$ cat src/rtl/cla_pkg.sv
// Shared types and sizing helpers for the sequential CLA adder.
// Imported by the slice and by the controller top.
package cla_pkg;

  typedef enum logic [1:0] {
    IDLE = 2'd0,
    RUN  = 2'd1,
    DONE = 2'd2
  } state_t;

  localparam int DEF_WIDTH = 32;
  localparam int DEF_SLICE = 8;

  // Number of slice passes needed for one operation.
  function automatic int nslice_f(
    input int w,
    input int s
  );
    return w / s;
  endfunction

  // Width of the slice index counter.
  function automatic int idxw_f(
    input int w,
    input int s
  );
    return $clog2(w / s);
  endfunction

endpackage

$ cat src/rtl/cla_slice.sv
// Combinational SLICE-bit carry-lookahead adder.
// Also exposes the carry into the MSB for overflow detection.
module cla_slice
  import cla_pkg::*;
#(
  parameter int SLICE = DEF_SLICE
) (
  input  logic [SLICE-1:0] a,
  input  logic [SLICE-1:0] b,
  input  logic             c_in,
  output logic [SLICE-1:0] s,
  output logic             c_out,
  output logic             c_msb
);

  logic [SLICE-1:0] w_g;
  logic [SLICE-1:0] w_p;
  logic [SLICE:0]   w_c;

  assign w_g = a & b;
  assign w_p = a ^ b;

  // Each carry is a flat sum of generate terms gated by the
  // propagates above them, plus c_in through all propagates.
  always_comb begin
    logic v_acc;
    logic v_t;
    v_acc  = 1'b0;
    v_t    = 1'b0;
    w_c    = '0;
    w_c[0] = c_in;
    for (int i = 0; i < SLICE; i++) begin
      v_acc = c_in;
      for (int j = 0; j <= i; j++) begin
        v_acc = v_acc & w_p[j];
      end
      for (int k = 0; k <= i; k++) begin
        v_t = w_g[k];
        for (int j = k + 1; j <= i; j++) begin
          v_t = v_t & w_p[j];
        end
        v_acc = v_acc | v_t;
      end
      w_c[i+1] = v_acc;
    end
  end

  assign s     = w_p ^ w_c[SLICE-1:0];
  assign c_out = w_c[SLICE];
  assign c_msb = w_c[SLICE-1];

endmodule

$ cat src/rtl/cla_seq_adder.sv
// Multi-cycle WIDTH-bit add/sub reusing one CLA slice,
// least-significant slice first, carry chained in a register.
module cla_seq_adder
  import cla_pkg::*;
#(
  parameter int WIDTH = DEF_WIDTH,
  parameter int SLICE = DEF_SLICE
) (
  input  logic             clk,
  input  logic             rst_n,
  input  logic             clr,
  input  logic             in_valid,
  output logic             in_ready,
  input  logic [WIDTH-1:0] a,
  input  logic [WIDTH-1:0] b,
  input  logic             cin,
  input  logic             op_sub,
  output logic             out_valid,
  input  logic             out_ready,
  output logic [WIDTH-1:0] sum,
  output logic             cout,
  output logic             ovf
);

  localparam int NSLICE = nslice_f(WIDTH, SLICE);
  localparam int IDXW   = idxw_f(WIDTH, SLICE);
  localparam logic [IDXW-1:0] LAST = IDXW'(NSLICE - 1);

  state_t r_state;
  state_t w_next;

  logic [WIDTH-1:0] r_a;
  logic [WIDTH-1:0] r_b;
  logic [WIDTH-1:0] r_sum;
  logic [WIDTH-1:0] w_sum_nx;
  logic             r_carry;
  logic             r_cout;
  logic             r_ovf;
  logic [IDXW-1:0]  r_idx;

  logic [SLICE-1:0] w_a_sl;
  logic [SLICE-1:0] w_b_sl;
  logic [SLICE-1:0] w_s;
  logic             w_c_out;
  logic             w_c_msb;
  logic             w_accept;
  logic             w_last;

  assign w_last = (r_idx == LAST);

  // Next-state logic; clr overrides accept and release.
  always_comb begin
    w_next   = r_state;
    w_accept = 1'b0;
    unique case (r_state)
      IDLE: begin
        if (in_valid) begin
          w_accept = 1'b1;
          w_next   = RUN;
        end
      end
      RUN: begin
        if (w_last) begin
          w_next = DONE;
        end
      end
      DONE: begin
        if (out_ready) begin
          w_next = IDLE;
        end
      end
      default: w_next = IDLE;
    endcase
    if (clr) begin
      w_next   = IDLE;
      w_accept = 1'b0;
    end
  end

  // State register.
  always_ff @(posedge clk or negedge rst_n) begin
    if (!rst_n) begin
      r_state <= IDLE;
    end else begin
      r_state <= w_next;
    end
  end

  // Select the current operand slices.
  always_comb begin
    w_a_sl = '0;
    w_b_sl = '0;
    for (int k = 0; k < NSLICE; k++) begin
      if (r_idx == IDXW'(k)) begin
        w_a_sl = r_a[k*SLICE +: SLICE];
        w_b_sl = r_b[k*SLICE +: SLICE];
      end
    end
  end

  // Merge the slice result into the running sum.
  always_comb begin
    w_sum_nx = r_sum;
    for (int k = 0; k < NSLICE; k++) begin
      if (r_idx == IDXW'(k)) begin
        w_sum_nx[k*SLICE +: SLICE] = w_s;
      end
    end
  end

  cla_slice #(
    .SLICE (SLICE)
  ) u_slice (
    .a     (w_a_sl),
    .b     (w_b_sl),
    .c_in  (r_carry),
    .s     (w_s),
    .c_out (w_c_out),
    .c_msb (w_c_msb)
  );

  // Operand capture, per-slice accumulation and flag update.
  always_ff @(posedge clk or negedge rst_n) begin
    if (!rst_n) begin
      r_a     <= '0;
      r_b     <= '0;
      r_sum   <= '0;
      r_carry <= 1'b0;
      r_cout  <= 1'b0;
      r_ovf   <= 1'b0;
      r_idx   <= '0;
    end else if (clr) begin
      r_sum   <= '0;
      r_cout  <= 1'b0;
      r_ovf   <= 1'b0;
      r_idx   <= '0;
    end else if (w_accept) begin
      r_a     <= a;
      r_b     <= op_sub ? ~b : b;
      r_carry <= op_sub | cin;
      r_sum   <= '0;
      r_idx   <= '0;
    end else if (r_state == RUN) begin
      r_sum   <= w_sum_nx;
      r_carry <= w_c_out;
      r_idx   <= r_idx + IDXW'(1);
      if (w_last) begin
        r_cout <= w_c_out;
        r_ovf  <= w_c_out ^ w_c_msb;
      end
    end
  end

  assign in_ready  = (r_state == IDLE);
  assign out_valid = (r_state == DONE);
  assign sum       = r_sum;
  assign cout      = r_cout;
  assign ovf       = r_ovf;

endmodule

$ cat config.mk
export PLATFORM = sky130hd
export DESIGN_NAME = cla_seq_adder
export DESIGN_NICKNAME = d
export VERILOG_FILES = /design/src/rtl/cla_pkg.sv /design/src/rtl/cla_slice.sv /design/src/rtl/cla_seq_adder.sv
export SDC_FILE = /design/constraint.sdc
export NUM_CORES = 1
export LEC_CHECK = 0
export CELL_PAD_IN_SITES_DETAIL_PLACEMENT = 0
export CELL_PAD_IN_SITES_GLOBAL_PLACEMENT = 1
export CORE_UTILIZATION = 32
export CTS_BUF_LIST = sky130_fd_sc_hd__clkbuf_2 sky130_fd_sc_hd__clkbuf_4 sky130_fd_sc_hd__clkbuf_8
export DETAILED_ROUTE_END_ITERATION = 16
export GPL_TIMING_DRIVEN = 0
export PLACE_DENSITY_LB_ADDON = 0.15
export SLEW_MARGIN = 20
export SYNTH_ARGS = -nofsm -noshare
export SYNTH_HDL_FRONTEND = slang
export SYNTH_SLANG_ARGS = --single-unit
export TNS_END_PERCENT = 50
$ cat constraint.sdc
create_clock -name clk -period 3.6 [get_ports clk]
set_input_delay 0.36 -clock clk [delete_from_list [all_inputs] [get_ports clk]]
set_output_delay 0.36 -clock clk [all_outputs]
set_load 0.01 [all_outputs]
; Yosys cells after proc, flatten, opt, wreduce, memory -nomap -nowiden
; Index checks and enable logic that the tools add are counted.
[totals]
wordCells = 155
out_inout_bits = 36
ff_bits = 103
[classes]
n_eq_ne = 9
n_bitwise = 79
n_addsub = 1
muxes = 37
reduce_logical = 18
[op_table]
columns = op, count
row1 = 2-to-1 mux 32 bit, 4
row2 = 2-to-1 mux 8 bit, 12
row3 = bitwise OR 1 bit, 37
row4 = AND 1 bit, 36
row5 = NOT 32 bit, 1
row6 = bitwise XOR 8 bit, 2
row7 = nonzero test 3 bit, 5
row8 = 2-to-1 mux 2 bit, 7
row9 = 2-to-1 mux 1 bit, 13
row10 = AND reduction 2 bit, 6
row11 = AND 8 bit, 1
row12 = == test 2 bit (second input constant), 3
row13 = != test 3 bit (second input constant), 2
row14 = one-hot mux 2 bit (3 select lines), 1
row15 = AND reduction 3 bit, 2
row16 = nonzero test 2 bit, 3
row17 = == test 2 x 1 -> 1 bit (second input constant), 2
row18 = zero test 2 bit, 2
row19 = != test 3 x 2 -> 1 bit (second input constant), 1
row20 = adder 2 x 1 -> 2 bit (second input constant), 1
row21 = != test 2 bit (second input constant), 1
row22 = NOT 1 bit, 1
row23 = bitwise XOR 1 bit, 1

; Logic depth before layout (Yosys ltp)
[logic_depth]
ltp_word = 27
mapped_depth = 13

; By module
; Synthesis repeated with hierarchy kept, for this count alone.
[hier_totals]
hier_cells = 510
area_unflattened_um2 = 5238.8
[by_module_without_submodules]
columns = mod, seq_area_each_um2, instances, cells_per_inst, area_each_um2
row1 = cla_seq_adder, 2577.5, 1, 470, 4892.2
row2 = cla_slice, 0.0, 1, 40, 346.6

; Worst setup path after synthesis
; Ideal clock, no wire load.
[synth_timing]
kind = register -> register
start = reg r_idx[0]
end = reg r_sum[13], in the netlist sum[13]
slack_ns = 0.482
arrival_ns = 3.008
synth_period_minus_slack_ns = 3.118
required_ns = 3.490
path_stages_with_launch = 14
cell_sequence = dfrtp_1 -> inv_1 -> ha_1 -> clkbuf_1 -> nand3b_1 -> a21oi_1 -> a21oi_1 -> o21ai_0 -> ha_1 -> ha_1 -> o211ai_1 -> a21o_1 -> o21ai_0 -> o41ai_1
[synth_via]
elab_chain_len = 21
word_cells_on_any_way = 41
classes_between = eq/ne (3) / mux (12) / bitwise (23) / reduce/logical (3)
[synth_rtl]
columns = item, line_no
row1 = from (decl), cla_seq_adder.sv:39  ; logic [IDXW-1:0] r_idx;
row2 = from (signal assigned), cla_seq_adder.sv:146  ; r_idx <= r_idx + IDXW'(1);
row3 = zero test 2 bit, cla_seq_adder.sv:94  ; if (r_idx == IDXW'(k)) begin
row4 = 2-to-1 mux 8 bit (4 in a row), cla_seq_adder.sv:94
row5 = bitwise XOR 8 bit, cla_slice.sv:21  ; assign w_p = a ^ b;
row6 = AND 1 bit (5 in a row), cla_slice.sv:35  ; v_acc = v_acc & w_p[j];
row7 = bitwise OR 1 bit (5 in a row), cla_slice.sv:42  ; v_acc = v_acc | v_t;
row8 = bitwise XOR 8 bit, cla_slice.sv:48  ; assign s = w_p ^ w_c[SLICE-1:0];
row9 = 2-to-1 mux 8 bit, cla_seq_adder.sv:105  ; if (r_idx == IDXW'(k)) begin
row10 = 2-to-1 mux 32 bit, cla_seq_adder.sv:143  ; end else if (r_state == RUN) begin
row11 = 2-to-1 mux 32 bit, cla_seq_adder.sv:137  ; end else if (w_accept) begin
row12 = 2-to-1 mux 32 bit, cla_seq_adder.sv:132  ; end else if (clr) begin
row13 = to (signal assigned), cla_seq_adder.sv:144  ; r_sum <= w_sum_nx;
row14 = to (decl), cla_seq_adder.sv:34  ; logic [WIDTH-1:0] r_sum;
; Several ways; a longest one is shown, not always the timed one. The select of a mux whose other input is x is not followed.
; A chain may end at the register's enable or synchronous reset.

; Worst setup path in the final report
[layout_timing]
start = reg r_idx[0]
end = reg r_ovf, in the netlist ovf
[layout_via]
elab_chain_len = 27
word_cells_on_any_way = 72
classes_between = eq/ne (3) / mux (12) / bitwise (54) / reduce/logical (3)
[layout_rtl]
columns = item, line_no
row1 = zero test 2 bit, cla_seq_adder.sv:94
row2 = 2-to-1 mux 8 bit (4 in a row), cla_seq_adder.sv:94
row3 = bitwise XOR 8 bit, cla_slice.sv:21
row4 = AND 1 bit (8 in a row), cla_slice.sv:35
row5 = bitwise OR 1 bit (8 in a row), cla_slice.sv:42
row6 = bitwise XOR 1 bit, cla_seq_adder.sv:149  ; r_ovf <= w_c_out ^ w_c_msb;
row7 = 2-to-1 mux 1 bit, cla_seq_adder.sv:147  ; if (w_last) begin
row8 = 2-to-1 mux 1 bit, cla_seq_adder.sv:143
row9 = 2-to-1 mux 1 bit, cla_seq_adder.sv:137
row10 = 2-to-1 mux 1 bit, cla_seq_adder.sv:132
row11 = to (signal assigned), cla_seq_adder.sv:149
row12 = to (decl), cla_seq_adder.sv:38  ; logic r_ovf;
; Several ways; a longest one is shown, not always the timed one. The select of a mux whose other input is x is not followed.

==> run_results.csv <==
group,metric,value,unit
logic_synthesis,synth_top_cell_area_share,0.490,
drt,vias,4164,
logic_synthesis,synthAdderAreaFrac,0.0347,
logic_synthesis,yosys.area_share.simple,0.131,
worst_setup_path,cp_slowest_stage_delay,0.55,ns
final_layout,nNetsFinal,723,
placement,dp_hpwl,11.0,mm
power,clock_power_share,0.249,
logic_synthesis,synthXorXnorAreaFrac,0.0583,
drt,drcViolationCount,0,
logic_synthesis,synth-seq-cells,103,
logic_synthesis,synth_top_family_by_area,"compound AO/OA/AOI/OAI gates",
drt,ant_nets,0,
sta,finalWorstSetupSlack,0.266,ns
logic_synthesis,syn_nets,605,
logic_synthesis,synth_common_cells,"103 x dfrtp_1, 74 x a21oi_1, 57 x nor2_1",
die,io_pins,107,
worst_setup_path,startpoint_type,"register",
worst_setup_path,critPathRequiredTime,3.89,ns
sta,worst_pin_slew,0.710,ns
final_layout,diodes,0,
global_route,grt_pass1_wl,22.8,mm
final_layout,final_area,6870,um2
power,netSwitchingPower,1.13,mW
logic_synthesis,yosys.area.top_type,"dfrtp_1",
worst_setup_path,end_kind,"register",
power,p_int,2.28,mW
drt,drt_iter0_drc,182,
worst_setup_path,worstSetupPathType,"register to register",
global_route,track_usage,0.181,
clock_network,cts_sinks,103,
die,start_util,0.330,
global_route,grt_pass1_vias,4247,
worst_setup_path,cp_cell_sequence,"inv_1 > ha_1 > buf_1 > a21oi_1 > a21oi_1 > o21ai_0 > ha_1 > o21ai_0 > a221oi_1 > nor2_1 > a2111oi_2",
global_route,grt_overflow_total,0,
die,dieArea,16900,um2
worst_setup_path,crit_slowest_cell,"a221oi_1",
power,netSwitchingFraction,0.331,
drt,first_pass_iters,4,
logic_synthesis,synthFlopType,"dfrtp_1",
final_layout,layout-drive-gt1-share,0.151,
sta,setup-violations-final,0,
clock_network,tritoncts,"yes",
logic_synthesis,syn_inst,520,
sta,fin_worst_skew,0.0141,ns
worst_setup_path,crit_family,"compound AO/OA/AOI/OAI gates",
logic_synthesis,synthTopCellsByArea,"dfrtp_1 49%, mux2_2 8.1%, a21oi_1 7.0%",
global_route,antenna_found_initial,0,
logic_synthesis,synth_most_common_cell,"dfrtp_1",
power,ir_drop,0.197,mV
die,coreArea,15900,um2
sta,relSlewSlack,0.526,
placement,place_congestion,0.771,
power,p_per_area,496,nW/um2
worst_setup_path,crit_arrival,3.62,ns
sta,fin_crit,3.33,ns
job,max_cap_viol_count,0,
worst_setup_path,critical_path_buf_inv_count,2,
die,die_width,130,um
sta,rsz0062_at_grt,"no",
logic_synthesis,syn_area_per_cell,10.1,um2
logic_synthesis,synth_compound_area_frac,0.158,
logic_synthesis,synth_area,5260,um2
placement,portBuffers,104,
final_layout,final_core_util,0.431,
power,combPwrFrac,0.323,
sta,timing.final.crit_share,0.926,
sta,max_freq,0.300,GHz
final_layout,fill_cells,1579,
drt,wire_per_inst,16.8,um
power,leakage,2.73,nW
logic_synthesis,synthArstFlopShare,1.00,
global_route,grt_max_degree,66,
clock_network,clockRootBuffer,"clkbuf_8",
drt,routed_via_density,4.85,
sta,drv_slew,0,
clock_network,clockBufferDepth,2,
run_status,outcome,"complete, no violations",
worst_setup_path,crit_path_max_fanout,10,
worst_hold_path,holdCritPathClass,"input port to register",
logic_synthesis,synth_edf_count,0,
final_layout,syn2layout_area_growth,30.7,%
power,power_frac_seq,0.428,
die,die_height,130,um
placement,dpl_cell_area,6600,um2
sta,fin_setup_tns,0,ns
placement,pre_cts_slack,-0.314,ns
logic_synthesis,synth_seq_area_share,0.490,
drt,totalWireLength,14.4,mm
clock_network,cts_made_buffers,9,
logic_synthesis,muxShareOfSynthArea,0.0895,
clock_network,worstSkewPairLatency,0.39,ns
die,rows,46,
sta,hold_viol,0,
logic_synthesis,ys_types,46,
clock_network,clk_pin_slew,0.10,ns
clock_network,h-tree-depth,3,
logic_synthesis,ys_warn_count,0,
-- cells by family after synthesis --
group / count (synthesis)
muxes: 42
adders and majority gates: 14
AOI/OAI and AO/OA: 139
buffers and inverters: 42
xor gates and xnor gates: 35
DFF: 103
and+or+nand+nor: 145
-- through the flow --
stage | cells | hold slack [ns] | power [mW]
2_1_floorplan | 520 | 0.0644 | 2.13
3_3_place_gp | 840 | 0.467 | 2.54
3_5_place_dp | 841 | 0.303 | 2.56
4_1_cts | 858 | 0.258 | 3.42
5_1_grt | 859 | 0.291 | 3.60
6_report | 859 | 0.276 | 3.41
-- placed cells by master, fill, tap and decap left out, types with 4 or more instances in the layout --
master	instances
nor2_1	57
o21ai_0	19
buf_6	4
xnor2_1	35
buf_2	13
clkbuf_1	7
a211oi_1	9
nor3_1	5
clkbuf_8	10
a21oi_1	74
dfrtp_1	103
mux2_2	38
clkdlybuf4s50_1	103
nand2_1	39
nand3_1	15
o31ai_1	11
nand3b_1	14
clkbuf_2	5
ha_1	13
inv_1	8
buf_1	4
-- layer usage --
layer  track usage  up-vias  wire length (um)
li1              -     2050                 -
met1         0.246     2011              6940
met2         0.291       88              6750
met3        0.0254       15               501
met4        0.0746        0               255
met5             0        -                 0
-- registers in the layout (all words and copies together), names as in the netlist --
name     count
ovf          1
sum         32
r_a         32
r_carry      1
r_b         32
cout         1
r_state      2
r_idx        2
-- repair_timing --
action,4_1_cts,5_1_grt
pin swaps,0,1
setup endpoints to repair,18,19
gates resized for setup,5,15
hold buffers,1,0
hold endpoints to repair,38,0
buffers inserted,0,1
-- layout make-up --
type                       instances  area [um2]  share of cell area
clock inverter                     5        81.3              0.0118
multi-input combinational        375        2500               0.364
tap                              216         270              0.0393
clock buffer                      11         145              0.0211
buffer                            34         180              0.0262
inverter                           8        30.0             0.00437
sequential                       103        2580               0.375
timing repair buffer             107        1090               0.158
-- worst register-to-register path, delay by kind of cell (launching register included) --
kind | cells | cell delay (ns)
adders and majority gates | 2 | 0.60
AOI/OAI and AO/OA | 6 | 1.50
and+or+nand+nor | 1 | 0.15
DFF | 1 | 0.43
buffers and inverters | 2 | 0.56
-- path summary, 6_finish.rpt --
path                       cells past startpoint      from  slack, ns       to
setup reg to reg                              11  r_idx[0]       0.27      ovf
max in group asynchronous                      3     rst_n       2.50   sum[2]
hold / removal                                 2       clr       0.28      ovf
setup / recovery                              11  r_idx[0]       0.27      ovf
hold reg to reg                                1   r_a[30]       0.50  r_a[30]
min in group asynchronous                      2     rst_n       0.44  r_a[19]
-- power by group through the flow --
stage	combinational, mW	clock [mW]	sequential (mW)
floorplan	0.672	0	1.46
global placement	1.07	0	1.48
detailed placement	1.08	0	1.48
CTS	1.10	0.867	1.46
global route	1.22	0.903	1.48
finish	1.10	0.847	1.46
No activity file was read; power rests on OpenSTA's default activity.
